**src/rtl/cpu_core_param.sv**
```systemverilog
// Multi-cycle core (IDLE/FETCH/EXEC/MEM/HALT): ALU/jump 2 clocks, LD/ST 3 clocks, plus 1 per wait cycle.
// Backpressure: imem/dmem requests are held with stable address/data until the matching ack.
module cpu_core_param #(
    parameter int DATA_W = 8,
    parameter int PC_W   = 6,
    parameter int NREG   = 16
) (
    input  logic              clk,
    input  logic              rst,
    output logic              imem_req,
    output logic [PC_W-1:0]   imem_addr,
    input  logic              imem_ack,
    input  logic [15:0]       imem_data,
    output logic              dmem_req,
    output logic              dmem_we,
    output logic [DATA_W-1:0] dmem_addr,
    output logic [DATA_W-1:0] dmem_wdata,
    input  logic [DATA_W-1:0] dmem_rdata,
    input  logic              dmem_ack,
    output logic [PC_W-1:0]   pc,
    output logic              zf,
    output logic              halted
);

    typedef enum logic [2:0] {S_IDLE, S_FETCH, S_EXEC, S_MEM, S_HALT} state_t;

    state_t              state_q, state_d;
    logic [PC_W-1:0]     pc_q, pc_d;
    logic                zf_q, zf_d;
    logic [15:0]         ir_q, ir_d;
    logic [DATA_W-1:0]   regs_q [NREG];
    logic [DATA_W-1:0]   regs_d [NREG];

    logic [3:0]          opc;
    logic [3:0]          wr_idx;
    logic                wr_en;
    logic [DATA_W-1:0]   wr_dat;
    logic [DATA_W-1:0]   src0_val, src1_val, alu_res, imm_dat;
    logic [PC_W-1:0]     pc_inc, imm_pc;

    assign opc     = ir_q[15:12];
    assign wr_idx  = ir_q[11:8];
    assign imm_dat = DATA_W'(ir_q[7:0]);
    assign imm_pc  = ir_q[PC_W-1:0];
    assign pc_inc  = pc_q + PC_W'(1);

    // Indices at or above NREG have no storage and read as zero.
    always_comb begin
        src0_val = '0;
        src1_val = '0;
        for (int i = 0; i < NREG; i++) begin
            if (ir_q[7:4] == 4'(i)) src0_val = regs_q[i];
            if (ir_q[3:0] == 4'(i)) src1_val = regs_q[i];
        end
    end

    always_comb begin
        alu_res = '0;
        case (opc)
            4'h2:    alu_res = src0_val + src1_val;
            4'h3:    alu_res = src0_val - src1_val;
            4'h4:    alu_res = src0_val & src1_val;
            4'h5:    alu_res = src0_val | src1_val;
            4'h6:    alu_res = src0_val ^ src1_val;
            4'h7:    alu_res = src0_val << 1;
            4'h8:    alu_res = src0_val >> 1;
            default: alu_res = '0;
        endcase
    end

    always_comb begin
        state_d = state_q;
        pc_d    = pc_q;
        zf_d    = zf_q;
        ir_d    = ir_q;
        wr_en   = 1'b0;
        wr_dat  = '0;
        case (state_q)
            S_IDLE:  state_d = S_FETCH;
            S_FETCH: begin
                if (imem_ack) begin
                    ir_d    = imem_data;
                    state_d = S_EXEC;
                end
            end
            S_EXEC: begin
                state_d = S_FETCH;
                pc_d    = pc_inc;
                case (opc)
                    4'h1: begin
                        wr_en  = 1'b1;
                        wr_dat = imm_dat;
                    end
                    4'h2, 4'h3, 4'h4, 4'h5, 4'h6, 4'h7, 4'h8: begin
                        wr_en  = 1'b1;
                        wr_dat = alu_res;
                        zf_d   = (alu_res == '0);
                    end
                    4'h9, 4'hA: begin
                        state_d = S_MEM;
                        pc_d    = pc_q;
                    end
                    4'hB: pc_d = imm_pc;
                    4'hC: pc_d = zf_q ? imm_pc : pc_inc;
                    4'hD: pc_d = zf_q ? pc_inc : imm_pc;
                    4'hF: begin
                        state_d = S_HALT;
                        pc_d    = pc_q;
                    end
                    default: ;
                endcase
            end
            S_MEM: begin
                if (dmem_ack) begin
                    if (opc == 4'h9) begin
                        wr_en  = 1'b1;
                        wr_dat = dmem_rdata;
                    end
                    pc_d    = pc_inc;
                    state_d = S_FETCH;
                end
            end
            S_HALT:  state_d = S_HALT;
            default: state_d = S_IDLE;
        endcase
    end

    always_comb begin
        for (int i = 0; i < NREG; i++) begin
            regs_d[i] = (wr_en && wr_idx == 4'(i)) ? wr_dat : regs_q[i];
        end
    end

    always_ff @(posedge clk or negedge rst) begin
        if (!rst) begin
            state_q <= S_IDLE;
            pc_q    <= '0;
            zf_q    <= 1'b0;
            ir_q    <= '0;
            for (int i = 0; i < NREG; i++) regs_q[i] <= '0;
        end else begin
            state_q <= state_d;
            pc_q    <= pc_d;
            zf_q    <= zf_d;
            ir_q    <= ir_d;
            for (int i = 0; i < NREG; i++) regs_q[i] <= regs_d[i];
        end
    end

    // Requests come from the state register alone, so an async reset drops them at once.
    assign imem_req   = (state_q == S_FETCH);
    assign imem_addr  = pc_q;
    assign dmem_req   = (state_q == S_MEM);
    assign dmem_we    = dmem_req && (opc == 4'hA);
    assign dmem_addr  = dmem_req ? src1_val : '0;
    assign dmem_wdata = dmem_req ? src0_val : '0;
    assign pc         = pc_q;
    assign zf         = zf_q;
    assign halted     = (state_q == S_HALT);

endmodule

```
**config.mk**
```make
export PLATFORM = sky130hd
export DESIGN_NAME = cpu_core_param
export DESIGN_NICKNAME = d
export VERILOG_FILES = /design/src/rtl/cpu_core_param.sv
export SDC_FILE = /design/constraint.sdc
export NUM_CORES = 1
export LEC_CHECK = 0
export CAP_MARGIN = 10
export CORE_MARGIN = 10
export CORE_UTILIZATION = 50
export DETAILED_ROUTE_END_ITERATION = 7
export GPL_TIMING_DRIVEN = 0
export HOLD_SLACK_MARGIN = 0.12
export PLACE_DENSITY = 0.79
export SLEW_MARGIN = 20
export SYNTH_ARGS = -nofsm -noshare
export SYNTH_HDL_FRONTEND = slang
export SYNTH_SLANG_ARGS = --single-unit
```
**constraint.sdc**
```tcl
create_clock -name clk -period 4.89 [get_ports clk]
set_input_delay 0.978 -clock clk [delete_from_list [all_inputs] [get_ports clk]]
set_output_delay 0.978 -clock clk [all_outputs]
set_load 0.1 [all_outputs]
```
Word-level counts from Yosys, hierarchy flattened
Cells that the tools add are included.

Add/subtract/negate cells: 3. Eq/ne operators: 66. Muxes and demuxes: 52. Bitwise gates (word level): 3. Reduce and logical (&&, ||, !) cells: 31.

Operators by type and width (number): 8-bit 2-to-1 mux (36); 4-bit equality test (second input constant) (31); 4-bit by 3-bit equality test with 1-bit output (second input constant) (16); 8-bit one-hot mux with 7 select lines (1); 4-bit by 2-bit equality test with 1-bit output (second input constant) (8); 8-bit one-hot mux with 2 select lines (2); 6-bit one-hot mux with 4 select lines (1); 6-bit 2-to-1 mux (3); 1-bit logical AND (17); 4-bit by 1-bit equality test with 1-bit output (second input constant) (4); 3-bit one-hot mux with 5 select lines (1); 4-bit logical NOT (3); 6-bit one-hot mux with 2 select lines (1); 8-bit adder (1); 8-bit AND (1); 8-bit logical NOT (1); 8-bit OR (1); 8-bit OR reduction (1); 8-bit subtractor (1); 8-bit XOR (1); 7-bit OR reduction (1); 6-bit by 1-bit adder with 6-bit output (second input constant) (1); 3-bit by 2-bit equality test with 1-bit output (second input constant) (2); 3-bit 2-to-1 mux (2); other kinds (13) (18).

Register bits: 154. Input bits: 28. Output and inout bits: 33. Logic and storage cells: 175.

Logic depth before layout (Yosys ltp)
Gate-level depths: netlist of run 1.

Word-level depth: 21. Mapped depth: 22. Depth with buffers taken out: 18.

Worst setup path after synthesis of run 1
No wires, ideal clock.

Kind: register -> register. From: reg ir_q[0]. To: reg regs_q[37] (netlist bit). Setup time: 0.134 ns. Arrival time: 4.272 ns. Data required time: 4.756 ns. Setup slack: 0.484 ns. Stages on the path, launching flop included: 22. Path buffers: 3. Period minus slack after synthesis: 4.406 ns. Cells stage by stage: dfrtp_1 > buf_6 > buf_6 > or3b_1 > a21oi_1 > o211ai_1 > a32oi_1 > inv_1 > ha_1 > nor2_1 > xnor2_1 > ha_1 > a21oi_1 > o21ai_0 > a21o_1 > a21oi_1 > xnor2_1 > a221oi_1 > nand2_1 > a222oi_1 > clkbuf_1 > o21ai_0.

Word-level cells in the longest chain between the ends: 21. Elaborated cells between the ends (all ways): 40. Those cells by class: 2 x add/sub; 15 x eq/ne; 19 x mux; 3 x bitwise; 1 x reduce/logical.

Ends and longest elaborated chain: start: declaration (RTL line 30) `logic [15:0] ir_q, ir_d;`; start signal: assignment (RTL line 145) `ir_q <= ir_d;`; 4-bit logical NOT (RTL line 53) `if (ir_q[3:0] == 4'(i)) src1_val = regs_q[i];`; 8-bit 2-to-1 mux (15 in a row) (RTL line 53); 8-bit 2-to-1 mux (*) (RTL line 53); 8-bit subtractor (tied with other cells) (RTL line 61) `4'h3: alu_res = src0_val - src1_val;`; 8-bit one-hot mux with 7 select lines (*) (RTL line 59) `case (opc)`; 8-bit one-hot mux with 2 select lines (*) (RTL line 89) `case (opc)`; 8-bit one-hot mux with 2 select lines (*) (RTL line 78) `case (state_q)`; end: declaration (RTL line 31) `logic [DATA_W-1:0] regs_q [NREG];`.

Every way passes the cells marked *; elsewhere a longest branch is shown, timed or not. A chain may end at the register's enable or synchronous reset.

Final worst setup path of run 1
From: reg ir_q[2]. To: reg regs_q[65] (netlist bit).

The elaborated chain is that of the path after synthesis.

==> results of run 1 <==
-- synthesized netlist by cell type, types with 7 or more instances --
library cell / n
buf_4: 10
dfrtp_1: 154
o31ai_1: 14
ha_1: 25
nand2b_1: 19
mux2_2: 21
clkbuf_1: 51
o21ai_0: 139
a211oi_1: 10
mux2i_1: 39
nor3_1: 19
and3_1: 7
nor2_1: 79
a222oi_1: 7
nor3b_1: 8
nand3_1: 17
nor2b_1: 16
mux4_2: 20
a21oi_1: 67
o221ai_1: 12
nand2_1: 170
a31oi_1: 8
inv_1: 37
o22ai_1: 17
buf_2: 20
xnor2_1: 10
-- how the worst max path moves through the flow --
stage / to / slack [ns] / cells past startpoint
floorplan: regs_q[37] / 0.48 / 21
global placement: regs_q[111] / -3.43 / 1
detailed placement: regs_q[85] / -1.41 / 22
CTS: regs_q[69] / -0.006 / 23
global route: regs_q[59] / -0.03 / 21
finish: regs_q[65] / 0.03 / 17
-- report_power, final --
group / internal [W] / leakage (nW) / switching (W)
Clock: 0.000712 / 0.266 / 0.000603
Combinational: 0.00234 / 2.69 / 0.00418
Sequential: 0.00147 / 2.08 / 0.000305
Total: 0.00452 / 5.03 / 0.00509
-- cells by family after synthesis --
family	after synthesis
AOI/OAI and AO/OA	354
xor gates and xnor gates	13
adders and majority gates	26
buffers and inverters	129
DFF	154
muxes	81
and+or+nand+nor	365
-- flip-flops by register name (all words and copies together) (netlist names) --
name       cells
imem_addr      6
state_q        3
zf             1
regs_q       128
ir_q          16
-- area by class of cell --
class / instances / area [sq um] / share of cell area
buffer: 87 / 542 / 0.0452
clock inverter: 14 / 138 / 0.0115
multi-input combinational: 839 / 5650 / 0.471
timing repair buffer: 94 / 903 / 0.0753
sequential: 154 / 3850 / 0.321
inverter: 38 / 143 / 0.0119
clock buffer: 18 / 429 / 0.0358
tap: 265 / 332 / 0.0276
-- through the flow --
| step | cell area, sq um | util | hold slack [ns] | cells |
|---|---|---|---|---|
| final | 12000 | 0.614 | 0.471 | 1509 |
| after global routing | 12000 | 0.614 | 0.508 | 1509 |
| after CTS | 11700 | 0.601 | 0.493 | 1500 |
| after detailed placement | 10900 | 0.561 | 0.485 | 1456 |
| after global placement | 10900 | 0.556 | 0.482 | 1447 |
| after floorplan | 9930 | - | 0.456 | 1122 |
-- what timing repair did --
item	CTS	global route
gates resized for setup	47	58
pin swaps	12	17
hold buffers	0	0
buffers inserted	15	12
setup endpoints to repair	133	116
cloned	0	1
-- per-layer routing --
metal / vias up / track usage
li1: 4281 / -
met1: 4863 / 0.406
met2: 726 / 0.485
met3: 178 / 0.0836
met4: 0 / 0.193
met5: - / 0
==> flow_summary.ini, run 1 <==
[run_status]
status = finished, final reports clean

[worst_setup_path]
rr_startpoint = ir_q[2]
worstPathArrival_ns = 5.15
regToRegSetupSlack_ns = 0.03
slowest_delay_ns = 0.53
cp_common_cell = buf_4
required_ns = 5.18
crit_family = compound AO/OA/AOI/OAI gates
start_kind = flop
critPathLaunch = ir_q[2]
setup.worst_path.class = reg2reg
critPathBufInv = 6
slowest_stage = fa_1
critical_path.cell_chain = buf_4 > clkbuf_4 > clkbuf_4 > nand3_1 > a21oi_1 > o22a_2 > ha_2 > mux2_4 > fa_1 > o21ai_0 > a31oi_1 > o221ai_1 > a222oi_1 > buf_4 > clkdlybuf4s18_2 > buf_4 > o21ai_0
worstSetupEndpointType = flop
reg2reg_depth = 17
r2r_end = regs_q[65]
cp_max_fo = 10

[synthesis]
yosys_warnings = 0
synth_top_family_by_area = compound AO/OA/AOI/OAI gates
yosys.area.top_type_share = 0.388
async_flop_share = 1.00
synth_edf_count = 0
synth.cell_area_sq_um = 9930
synth.avg_cell_area_sq_um = 8.85
synth.ff_latch_count = 154
synth-compound-area-share = 0.230
synth-xor-area-share = 0.0115
yosysUniqueCellTypes = 76
synthMuxAreaShare = 0.111
synth_adder_area_share = 0.0335
synth_area_leaders = dfrtp_1 (39%), o21ai_0 (7.0%), nand2_1 (6.4%), mux4_2 (4.5%), mux2i_1 (3.9%)
ys_seq_area_frac = 0.388
synthSimpleGateAreaFrac = 0.167
synth.largest_area_cell = dfrtp_1
syn_inst = 1122
syn_nets = 1176
synthFlopType = dfrtp_1

[timing]
skew_ns = 0.0114
period_minus_slack_ns = 4.86
relSlewSlack = 0.341
setup_viol = 0
worst_slack_ns = 0.0304
worst_pin_slew_ns = 0.985
period_share = 0.994
hold_violations = 0
drv_slew = 0
max_freq_mhz = 206
setup-tns-final_ns = 0

[die]
rows = 51
die_area_sq_um = 25900
start_util = 0.509
io_pins = 61
floorplan.die.height_um = 161
core_area_sq_um = 19500
die_width_um = 161

[drt]
met1_length_mm = 16.3
dr_wl_met3_mm = 4.75
wl_mm = 42.5
viasPerCell = 6.66
wire_per_inst_um = 28.2
drt_iter0_markers = 1195
via_count = 10000
first_pass_iters = 7
ant_nets = 0
wl_met2_mm = 18.4
highest_layer = met4
drc = 0

[clock_tree]
cts_made_buffers = 17
clockBufferDepth = 2
clkTransAtPathRegs_ns = 0.07
cts_max_level = 4
insertion_delay_ns = 0.44
tritoncts = built
clock_sink_count = 154
clock-root-buffer = clkbuf_16

[power_and_ir_drop]
pwr_density_cell_nw_per_um2 = 801
p_leak_nw = 5.03
p_total_w = 0.00961
vdd_drop_max_v = 0.000453

[final_layout]
area_delta_synth_final_pct = 20.8
final_cell_mix = nand2_1 (168), dfrtp_1 (153), o21ai_0 (135), nor2_1 (78), a21oi_1 (60)
final_common_cell = nand2_1
n_antenna_cell = 0
num-fill-cells = 1690
drive_above_1_share = 0.166
fin_nets = 1285

[min_path]
hold_path_class = in2async

[global_routing]
track_usage = 0.321
grt_pass1_wl_mm = 62.9
overflow = 0
grt_max_degree = 92
grt_antenna_before_repair = 1
grt_pass1_vias = 9588

[flow_run]
maxCapViolCount = 0

[placed_design]
pre_cts_slack_ns = -1.41
dp_hpwl_mm = 32.2
port-buffer-count = 60
gp_congestion = 1.06
No activity file was read; power rests on OpenSTA's default activity.
==> run 2, diff against run 1 <==
- clock period: 4.89 -> 5 ns (I/O delays scaled with it)
==> flow_summary.ini, run 2 (same netlist as run 1, synthesis figures left out) <==
[timing]
worst_pin_slew_ns = 1.04
holdWs_ns = 0.483
period_share = 0.986
skew_ns = 0.0151
max_freq_mhz = 203
setup_viol = 0
relSlewSlack = 0.309
hold_violations = 0
drv_slew = 0
period_minus_slack_ns = 4.93

[worst_setup_path]
start_kind = flop
critical_path.cell_chain = buf_12 > buf_8 > buf_12 > mux2i_1 > o21ai_0 > a21oi_1 > o32ai_2 > inv_1 > nor2_1 > dlygate4sd2_1
worstSetupEndpointType = primary output
slowest_stage = dlygate4sd2_1
slowest_delay_ns = 0.88
cp_max_fo = 10
setup.worst_path.class = reg2out
worstPathArrival_ns = 3.93
cp_common_cell = buf_12
required_ns = 4.00

[power_and_ir_drop]
vdd_drop_max_v = 0.000404
p_int_w = 0.00436
combPwrFrac = 0.678
pwr-share-seq = 0.184
power.switching_w = 0.00496
p_leak_nw = 5.01
pwr_density_cell_nw_per_um2 = 782
swShare = 0.532
pwr-share-clk = 0.138

[clock_tree]
clock_sink_count = 154
clkTransAtPathRegs_ns = 0.07
tritoncts = built
clockBufferDepth = 2
cts_hold_buf = 0
cts_made_buffers = 17
insertion_delay_ns = 0.44
clock-root-buffer = clkbuf_16
cts_max_level = 4

[die]
core_area_sq_um = 19500
floorplan.die.height_um = 161
start_util = 0.509
die_area_sq_um = 25900
io_pins = 61
rows = 51
die_width_um = 161

[final_layout]
final_common_cell = nand2_1
instances_no_fill = 1505
num-fill-cells = 1705
final_cell_mix = nand2_1 (168), dfrtp_1 (153), o21ai_0 (138), nor2_1 (79), a21oi_1 (62)
area_delta_synth_final_pct = 20.0
top_register = regs_q
n_antenna_cell = 0
drive_above_1_share = 0.158
largest_reg_flops = 128
fin_nets = 1281

[drt]
wire_per_inst_um = 28.2
first_pass_iters = 8
drc = 0
viasPerCell = 6.65
wl_mm = 42.4
ant_nets = 0
via_count = 10000
drt_iter0_markers = 1163

[global_routing]
grt.met3_usage = 0.0915
grtUsageMet1 = 0.401
grt_pass1_vias = 9639
busiest_layer = met2
overflow = 0
grt_use_met2 = 0.483
grt_max_degree = 92
grt_pass1_wl_mm = 62.9
grt_antenna_before_repair = 0
track_usage = 0.321

[placed_design]
gp_congestion = 1.06
place_inst = 1456
dp_hpwl_mm = 32.2
port-buffer-count = 60

[min_path]
hold_path_class = in2async

[run_status]
status = finished, final reports clean

[flow_run]
maxCapViolCount = 0
run 2: cell count changes in the layout (fill, tap and decap cells not counted), moves of 2 or more:
cell            previous run  this run
buf_4                     41        33
a21oi_2                    7         5
o21ai_0                  135       138
dlygate4sd2_1              6         4
a21oi_1                   60        62
o21ai_1                    7         4
clkbuf_1                  39        41
dlymetal6s2s_1             1         3
buf_2                     11        14
run 2: area by class of cell:
type / count / area [sq um] / area share
Multi-Input combinational cell: 839 / 5640 / 0.473
Sequential cell: 154 / 3850 / 0.323
Timing Repair Buffer: 89 / 847 / 0.0711
Buffer: 88 / 536 / 0.0449
Clock buffer: 18 / 429 / 0.0360
Tap cell: 265 / 332 / 0.0278
Inverter: 38 / 143 / 0.0120
Clock inverter: 14 / 138 / 0.0115
run 2: critical path, delay by kind of cell, from the launching register on:
family	cells	cell delay (ns)
mux	1	0.22
compound gates	3	1.15
buf+inv	5	1.50
simple gates	1	0.12
flops	1	0.48
run 2: worst paths after layout:
path	start	endpoint	slack, ns	depth (start not counted)
min	rst	imem_addr[3]	0.48	1
min reg2reg	regs_q[34]	regs_q[34]	0.50	2
min in group clk	regs_q[34]	regs_q[34]	0.50	2
max reg2reg	ir_q[0]	regs_q[65]	0.09	16
max	ir_q[0]	dmem_addr[7]	0.07	10
max in group asynchronous	rst	regs_q[108]	3.69	2
run 2: per-stage QoR:
stage | instance area [sq um] | setup WS, ns | power, W | util | TNS (ns)
floorplan | 9930 | 0.594 | 0.00558 | - | 0
global placement | 10900 | -3.34 | 0.00722 | 0.556 | -647.10
detailed placement | 10900 | -1.30 | 0.00730 | 0.561 | -113.70
CTS | 11700 | 0.0180 | 0.00881 | 0.599 | 0
global route | 11900 | -0.0233 | 0.00968 | 0.610 | -0.0484
finish | 11900 | 0.0723 | 0.00932 | 0.610 | 0
run 2: metal layers:
metal / share of wire / vias up / wire [um]
met5: 0 / - / 0
met4: 0.063 / 0 / 2660
met3: 0.11 / 168 / 4800
met2: 0.44 / 710 / 18600
met1: 0.38 / 4857 / 16300
li1: - / 4274 / -
run 2: power groups by stage:
stage / Combinational, W / Sequential (W) / Clock [W]
6_report: 0.00632 / 0.00171 / 0.00129
5_1_grt: 0.00661 / 0.00173 / 0.00134
4_1_cts: 0.00585 / 0.00168 / 0.00129
3_5_place_dp: 0.00560 / 0.00170 / 0
3_3_place_gp: 0.00552 / 0.00169 / 0
2_1_floorplan: 0.00379 / 0.00178 / 0
run 2: repair_timing:
action | 4_1_cts | 5_1_grt
setup endpoints to repair | 132 | 115
pin swaps | 8 | 12
gates cloned | 0 | 0
setup buffers | 14 | 8
gates resized for setup | 37 | 54
